**src/rtl/i2s_capture_ctrl_if.sv**
```systemverilog
// Stereo sample delivery channel between the I2S capture controller and the
// downstream audio FIFO/DSP: one frame per valid&&ready transfer.
interface i2s_capture_ctrl_if #(
    parameter int unsigned DATA_W = 24
);
    logic [2*DATA_W-1:0] sample_data;
    logic                sample_valid;
    logic                sample_ready;

    modport master (
        output sample_data,
        output sample_valid,
        input  sample_ready
    );

    modport slave (
        input  sample_data,
        input  sample_valid,
        output sample_ready
    );
endinterface

```
**src/rtl/i2s_capture_ctrl.sv**
```systemverilog
// I2S microphone capture sequencer: ws generation, bit-slot counting, L/R shift-in
// and frame delivery on valid/ready. Macro I2S_CAPTURE_STATS_EN adds frame/drop counters.
module i2s_capture_ctrl #(
    parameter int unsigned DATA_W = 24,
    parameter int unsigned SLOT_W = 32
) (
    input  logic               i2s_clk,
    input  logic               reset_n,
    input  logic               enable,
    input  logic               sd_in,
    output logic               ws_out,
    i2s_capture_ctrl_if.master sample_if,
    output logic               overflow,
    input  logic               clear_ovf,
`ifdef I2S_CAPTURE_STATS_EN
    output logic [15:0]        frame_cnt,
    output logic [7:0]         ovf_cnt,
`endif
    output logic               busy
);

    localparam int unsigned FRAME_W = 2 * SLOT_W;
    localparam int unsigned CTR_W   = $clog2(FRAME_W);

    localparam logic [CTR_W-1:0] CTR_ONE   = CTR_W'(1);
    localparam logic [CTR_W-1:0] CTR_LAST  = CTR_W'(FRAME_W - 1);
    localparam logic [CTR_W-1:0] WS_START  = CTR_W'(SLOT_W);
    localparam logic [CTR_W-1:0] L_FIRST   = CTR_W'(1);
    localparam logic [CTR_W-1:0] L_LAST    = CTR_W'(DATA_W);
    localparam logic [CTR_W-1:0] R_FIRST   = CTR_W'(SLOT_W + 1);
    localparam logic [CTR_W-1:0] R_PENULT  = CTR_W'(SLOT_W + DATA_W - 1);
    localparam logic [CTR_W-1:0] R_LAST    = CTR_W'(SLOT_W + DATA_W);

    typedef enum logic [1:0] {
        ST_IDLE,
        ST_ARM,
        ST_RUN,
        ST_STOP
    } state_t;

    state_t              state_q,     state_d;
    logic [CTR_W-1:0]    bit_ctr_q,   bit_ctr_d;
    logic                ws_out_q,    ws_out_d;
    logic                busy_q,      busy_d;
    logic [DATA_W-1:0]   left_sr_q,   left_sr_d;
    logic [DATA_W-2:0]   right_sr_q,  right_sr_d;
    logic [2*DATA_W-1:0] data_q,      data_d;
    logic                valid_q,     valid_d;
    logic                overflow_q,  overflow_d;
`ifdef I2S_CAPTURE_STATS_EN
    logic [15:0]         frame_cnt_q, frame_cnt_d;
    logic [7:0]          ovf_cnt_q,   ovf_cnt_d;
`endif

    logic                frame_wrap;
    logic                capturing;
    logic                frame_done;
    logic                frame_load;
    logic                frame_drop;
    logic [2*DATA_W-1:0] new_frame;

    always_comb begin
        frame_wrap = (bit_ctr_q == CTR_LAST);
        capturing  = (state_q == ST_RUN) || (state_q == ST_STOP);
        frame_done = capturing && (bit_ctr_q == R_LAST);
        // The right LSB is still on sd_in at the completion edge, so it joins the frame directly.
        new_frame  = {left_sr_q, right_sr_q, sd_in};
        frame_load = frame_done && (!valid_q || sample_if.sample_ready);
        frame_drop = frame_done && valid_q && !sample_if.sample_ready;
    end

    always_comb begin
        state_d     = state_q;
        bit_ctr_d   = bit_ctr_q;
        left_sr_d   = left_sr_q;
        right_sr_d  = right_sr_q;
        data_d      = data_q;
        valid_d     = valid_q;
        overflow_d  = overflow_q;
`ifdef I2S_CAPTURE_STATS_EN
        frame_cnt_d = frame_cnt_q;
        ovf_cnt_d   = ovf_cnt_q;
`endif

        case (state_q)
            ST_IDLE: begin
                bit_ctr_d = '0;
                if (enable) begin
                    state_d = ST_ARM;
                end
            end
            ST_ARM: begin
                bit_ctr_d = frame_wrap ? '0 : bit_ctr_q + CTR_ONE;
                if (frame_wrap) begin
                    state_d = enable ? ST_RUN : ST_IDLE;
                end
            end
            ST_RUN: begin
                bit_ctr_d = frame_wrap ? '0 : bit_ctr_q + CTR_ONE;
                if (!enable) begin
                    state_d = ST_STOP;
                end
            end
            ST_STOP: begin
                bit_ctr_d = frame_wrap ? '0 : bit_ctr_q + CTR_ONE;
                if (frame_wrap) begin
                    state_d = ST_IDLE;
                end
            end
            default: begin
                state_d   = ST_IDLE;
                bit_ctr_d = '0;
            end
        endcase

        if (state_q != ST_IDLE) begin
            if ((bit_ctr_q >= L_FIRST) && (bit_ctr_q <= L_LAST)) begin
                left_sr_d = {left_sr_q[DATA_W-2:0], sd_in};
            end
            if ((bit_ctr_q >= R_FIRST) && (bit_ctr_q <= R_PENULT)) begin
                right_sr_d = {right_sr_q[DATA_W-3:0], sd_in};
            end
        end

        if (frame_load) begin
            data_d  = new_frame;
            valid_d = 1'b1;
`ifdef I2S_CAPTURE_STATS_EN
            frame_cnt_d = frame_cnt_q + 16'd1;
`endif
        end else if (valid_q && sample_if.sample_ready) begin
            valid_d = 1'b0;
        end

        if (frame_drop) begin
            overflow_d = 1'b1;
`ifdef I2S_CAPTURE_STATS_EN
            if (ovf_cnt_q != 8'hFF) begin
                ovf_cnt_d = ovf_cnt_q + 8'd1;
            end
`endif
        end else if (clear_ovf) begin
            overflow_d = 1'b0;
        end
    end

    assign ws_out_d = (bit_ctr_d >= WS_START);
    assign busy_d   = (state_d != ST_IDLE);

    always_ff @(posedge i2s_clk or negedge reset_n) begin
        if (!reset_n) begin
            state_q     <= ST_IDLE;
            bit_ctr_q   <= '0;
            ws_out_q    <= 1'b0;
            busy_q      <= 1'b0;
            left_sr_q   <= '0;
            right_sr_q  <= '0;
            data_q      <= '0;
            valid_q     <= 1'b0;
            overflow_q  <= 1'b0;
`ifdef I2S_CAPTURE_STATS_EN
            frame_cnt_q <= '0;
            ovf_cnt_q   <= '0;
`endif
        end else begin
            state_q     <= state_d;
            bit_ctr_q   <= bit_ctr_d;
            ws_out_q    <= ws_out_d;
            busy_q      <= busy_d;
            left_sr_q   <= left_sr_d;
            right_sr_q  <= right_sr_d;
            data_q      <= data_d;
            valid_q     <= valid_d;
            overflow_q  <= overflow_d;
`ifdef I2S_CAPTURE_STATS_EN
            frame_cnt_q <= frame_cnt_d;
            ovf_cnt_q   <= ovf_cnt_d;
`endif
        end
    end

    assign ws_out                 = ws_out_q;
    assign busy                   = busy_q;
    assign overflow               = overflow_q;
    assign sample_if.sample_data  = data_q;
    assign sample_if.sample_valid = valid_q;
`ifdef I2S_CAPTURE_STATS_EN
    assign frame_cnt              = frame_cnt_q;
    assign ovf_cnt                = ovf_cnt_q;
`endif

endmodule

```
**src/flat_wrapper.sv**
```systemverilog
// flat-port wrapper written by rule: the top's interface ports become plain ports
module i2s_capture_ctrl_flat 
#(
    parameter int unsigned DATA_W = 24,
    parameter int unsigned SLOT_W = 32
)
  (i2s_clk, reset_n, enable, sd_in, ws_out, overflow, clear_ovf, busy, sample_if_sample_data, sample_if_sample_valid, sample_if_sample_ready);
  i2s_capture_ctrl_if #(.DATA_W(DATA_W)) sample_if_i ();
  input  logic i2s_clk;
  input  logic reset_n;
  input  logic enable;
  input  logic sd_in;
  output logic ws_out;
  output logic overflow;
  input  logic clear_ovf;
  output logic busy;
  output wire logic [$bits(sample_if_i.sample_data)-1:0] sample_if_sample_data;
  output wire logic [$bits(sample_if_i.sample_valid)-1:0] sample_if_sample_valid;
  input wire logic [$bits(sample_if_i.sample_ready)-1:0] sample_if_sample_ready;
  assign sample_if_sample_data = sample_if_i.sample_data;
  assign sample_if_sample_valid = sample_if_i.sample_valid;
  assign sample_if_i.sample_ready = sample_if_sample_ready;
  i2s_capture_ctrl #(.DATA_W(DATA_W), .SLOT_W(SLOT_W)) u_core (.i2s_clk(i2s_clk), .reset_n(reset_n), .enable(enable), .sd_in(sd_in), .ws_out(ws_out), .sample_if(sample_if_i), .overflow(overflow), .clear_ovf(clear_ovf), .busy(busy));
endmodule
```
**config.mk**
```make
export PLATFORM = sky130hd
export DESIGN_NAME = i2s_capture_ctrl_flat
export DESIGN_NICKNAME = d
export VERILOG_FILES = /design/src/rtl/i2s_capture_ctrl_if.sv /design/src/rtl/i2s_capture_ctrl.sv /design/src/flat_wrapper.sv
export SDC_FILE = /design/constraint.sdc
export NUM_CORES = 1
export LEC_CHECK = 0
export ABC_CLOCK_PERIOD_IN_PS = 1850
export CORE_UTILIZATION = 49
export DETAILED_ROUTE_END_ITERATION = 6
export GPL_ROUTABILITY_DRIVEN = 0
export PLACE_DENSITY = 0.73
export SYNTH_ARGS = -nofsm -noshare
export SYNTH_HDL_FRONTEND = slang
export SYNTH_SLANG_ARGS = --single-unit
```
**constraint.sdc**
```tcl
create_clock -name i2s_clk -period 1.85 [get_ports i2s_clk]
set_input_delay 0.37 -clock i2s_clk [delete_from_list [all_inputs] [get_ports i2s_clk]]
set_output_delay 0.37 -clock i2s_clk [all_outputs]
set_load 0.05 [all_outputs]
```
==> metrics.md <==
| Metric | Value |
|---|---|
| Outcome | `finished with violations` |
| CTS tree | `built` |
| Setup crit end | `u_core.left_sr_q[22]$_DFFE_PN0P_` |
| Residual DRC | `0` |
| Slowest cell on the critical path | `or4_4` |
| Initial Util | `51.56%` |
| Worst slew margin | `roughly two thirds` |
| Worst-Margin Slew | `493.0 ps` |
| Failing checks | `negative setup slack` |
| Max_cap viols | `0` |
| Area grow syn2layout | `26.72%` |
| Largest net degree at the start of global routing | `40` |
| Std-Cell Rows | `33` |
| Max IR drop VDD | `roughly 0.00075 V` |
| R2R cell count | `7` |
| Final worst clock skew | `~12 ps` |
| Setup TNS | `-864.9 ps` |
| Clock transition at path regs | `100 ps` |
| # port buffers | `57` |
| R2r setup slk | `-30 ps` |
| Total track usage | `16.80%` |
| Cells after Synth | `252` |
| Worst setup SP type | `register` |
| Period utilization | `101.6%` |
| Syn Area/Cell | `around 17 um2` |
| CP Max Fanout | `5` |
| CP Buf/Inv Count | `2` |
| Initial antenna violation count | `0` |
| Clock buffer count from CTS | `9` |
| Yosys cell types | `28` |
| Clk sinks | `between 100 and 150` |
| Max Root-Sink Buffers | `2` |
| Worst r2r src | `u_core.bit_ctr_q[0]$_DFF_PN0_` |
| CP Capture Type | `register` |
| Cell family with most CP delay | `simple AND/OR/NAND/NOR gates` |
| DR iter-0 viols | `42` |
| Vias in the first global route | `approximately 2300` |
| Largest cells by area after synthesis | `dfrtp_1 61%, mux2_4 14%, mux2_2 12%` |
| Drt pass-1 iters | `4` |
| Hold_ws | `about 470 ps` |
| Yosys reg bits | `approximately 110` |
| Max Slew Vio Count | `0` |
| Latest clock arrival within the worst-skew pair | `360 ps` |
| Core region area | `8382 um2` |
| Leading area contributor after synthesis | `dfrtp_1` |
| Worst Path Required | `2110 ps` |
| Routed wire length | `7.204 mm` |
| Seq/Total Area, Yosys | `roughly three fifths` |
| Synthesized area | `4322 um2` |
| Post-route ant nets | `0` |
| DR vias/cell | `5.065` |
| H-tree Lvls | `3` |
| Pwr Density | `1708 nW/um2` |
| Non-Filler Instances | `449` |
| Total gr overflow | `0` |
| Fmax achieved | `0.5318 GHz` |
| Final HPWL DP | `4.685 mm` |
| Fin crit period | `1880 ps` |
| Hold Crit Class | `in2async` |
| First-pass GRT wire length | `11.66 mm` |
| RSZ-0062 raised after global routing | `true` |
| Critical Path Stages | `7` |
| Fraction of layout cells with a size suffix above 1 | `54.07%` |
| Syn_nets | `261` |
| CP startpoint | `u_core.bit_ctr_q[0]$_DFF_PN0_` |
| Worst Path Arrival | `2140 ps` |
| Reg-to-Reg End | `u_core.left_sr_q[22]$_DFFE_PN0P_` |
| Crit-path cells | `inv_2 > ha_4 > nand2b_4 > or4_4 > nand3_4 > clkbuf_16 > mux2_4` |
| Yosys warns | `0` |
| Slowest stage delay, CP | `450 ps` |
| Leak Pwr | `2.834 nW` |
| Post-synth top area share | `61.38%` |
| Via count | `2274` |
| DIE AREA | `9200 um2` |
| Chip width | `95.92 um` |
| Placed cell count | `424` |
| Hold Violations, Final | `0` |
| Die H | `around 96 um` |
| Final net count | `349` |
| Root buf cell | `clkbuf_8` |
| Diode count | `0` |
| WL/cell | `16.04 um` |
| Endpoints failing setup | `47` |
| Setup ws final | `-30.24 ps` |
| WS Path Type | `reg2reg` |
| Ports | `58` |
-- registers in the layout, summed over array words and instances, names as in the netlist --
name                           cells
u_core.state_q                     2
u_core.busy                        1
u_core.sample_if.sample_valid      1
u_core.right_sr_q                 23
u_core.left_sr_q                  24
u_core.bit_ctr_q                   6
u_core.sample_if.sample_data      48
u_core.overflow                    1
-- through the flow --
stage	worst slack [ps]	power (W)	cell area (um2)	utilization, %
final	-30.24	0.009355	5477	65.34
after global routing	-80.18	0.009828	5477	65.34
after CTS	-41.93	0.009227	5340	63.71
after detailed placement	-66.08	0.007379	5051	60.26
after global placement	-17.70	0.007274	5051	60.26
after floorplan	-3.835	0.006238	4338	-
-- layer usage --
layer  vias up  routed length (um)  GRT usage (%)
met4         0                 101          6.343
met5         -                   0              0
met2        35                3381          25.71
li1       1064                   -              -
met3         9                 198          3.633
met1      1166                3524          23.56
-- layout make-up --
| type | count | area, um2 |
|---|---|---|
| Timing Repair Buffer | 86 | 830.8 |
| Clock inverter | 5 | 61.31 |
| Sequential cell | 106 | 2654 |
| Fill cell | 620 | 2905 |
| Clock buffer | 10 | 137.6 |
| Tap cell | 105 | 131.4 |
| Inverter | 3 | 11.26 |
| Multi-Input combinational cell | 134 | 1650 |
-- how the worst min path moves through the flow --
stage / from / endpoint / slack, ps / depth (start not counted)
CTS: reset_n / u_core.sample_if.sample_data[32]$_DFFE_PN0P_ / 470 / 2
detailed placement: reset_n / u_core.sample_if.sample_data[32]$_DFFE_PN0P_ / 340 / 1
global route: reset_n / u_core.sample_if.sample_data[32]$_DFFE_PN0P_ / 500 / 2
finish: reset_n / u_core.sample_if.sample_data[32]$_DFFE_PN0P_ / 470 / 2
global placement: reset_n / u_core.sample_if.sample_data[32]$_DFFE_PN0P_ / 330 / 1
floorplan: reset_n / u_core.bit_ctr_q[0]$_DFF_PN0_ / 70 / 0
-- synthesized netlist by cell type --
cell      count
a211o_1       1
and3_1        1
buf_12        4
buf_4         2
buf_6         3
dfrtp_1     106
ha_1          3
inv_1         3
mux2_1       11
mux2_2       45
mux2_4       40
nand2_1       2
nand2b_1      1
nand2b_4      1
nand3_1       4
nand3_4       1
nand4_1       1
nand4b_2      1
nand4b_4      1
nor2_1        8
nor2b_1       4
nor2b_4       1
o21ai_0       1
o22ai_1       1
o31a_1        1
or4_4         1
xnor2_1       2
xor2_1        2
-- power by group --
part	leakage (nW)	total, W	internal (W)	switching (W)
combinational	1.35	0.00430	0.00226	0.00204
clock	0.104	0.00144	0.000669	0.000776
sequential	1.38	0.00361	0.00307	0.000545
total	2.83	0.00936	0.00599	0.00336
-- repair_timing --
item / 4_1_cts / 5_1_grt
gates cloned: 0 / 3
endpoints found under the setup margin: 65 / 80
hold buffers: 1 / 0
gates resized for setup: 42 / 5
pin swaps: 1 / 0
hold endpoints to repair: 29 / 0
setup buffers: 1 / 5
-- cell families after synthesis --
family | Yosys count | synth area share, %
multiplexers | 96 | 28.49
AND/OR/NAND/NOR | 27 | 4.545
AO/OA/AOI/OAI | 4 | 0.6660
adder cells (fa/ha/maj) | 3 | 0.8687
XOR/XNOR | 4 | 0.8108
buffers and inverters | 12 | 3.243
flip-flops | 106 | 61.38
-- cell usage in the layout, fill, tap and decap left out, types with 2 or more instances in the layout --
cell             count
clkbuf_16            3
buf_4               52
nand2_1              2
dfrtp_1            105
dlygate4sd2_1       17
buf_12               7
clkbuf_8            10
nand3_1              4
inv_2                2
clkdlybuf4s50_1      4
xor2_1               2
mux2_4              66
nor2_1               8
nor2b_1              4
nand4b_4             2
mux2_2              30
inv_6                3
xnor2_1              2
No activity file was read; power rests on OpenSTA's default activity.
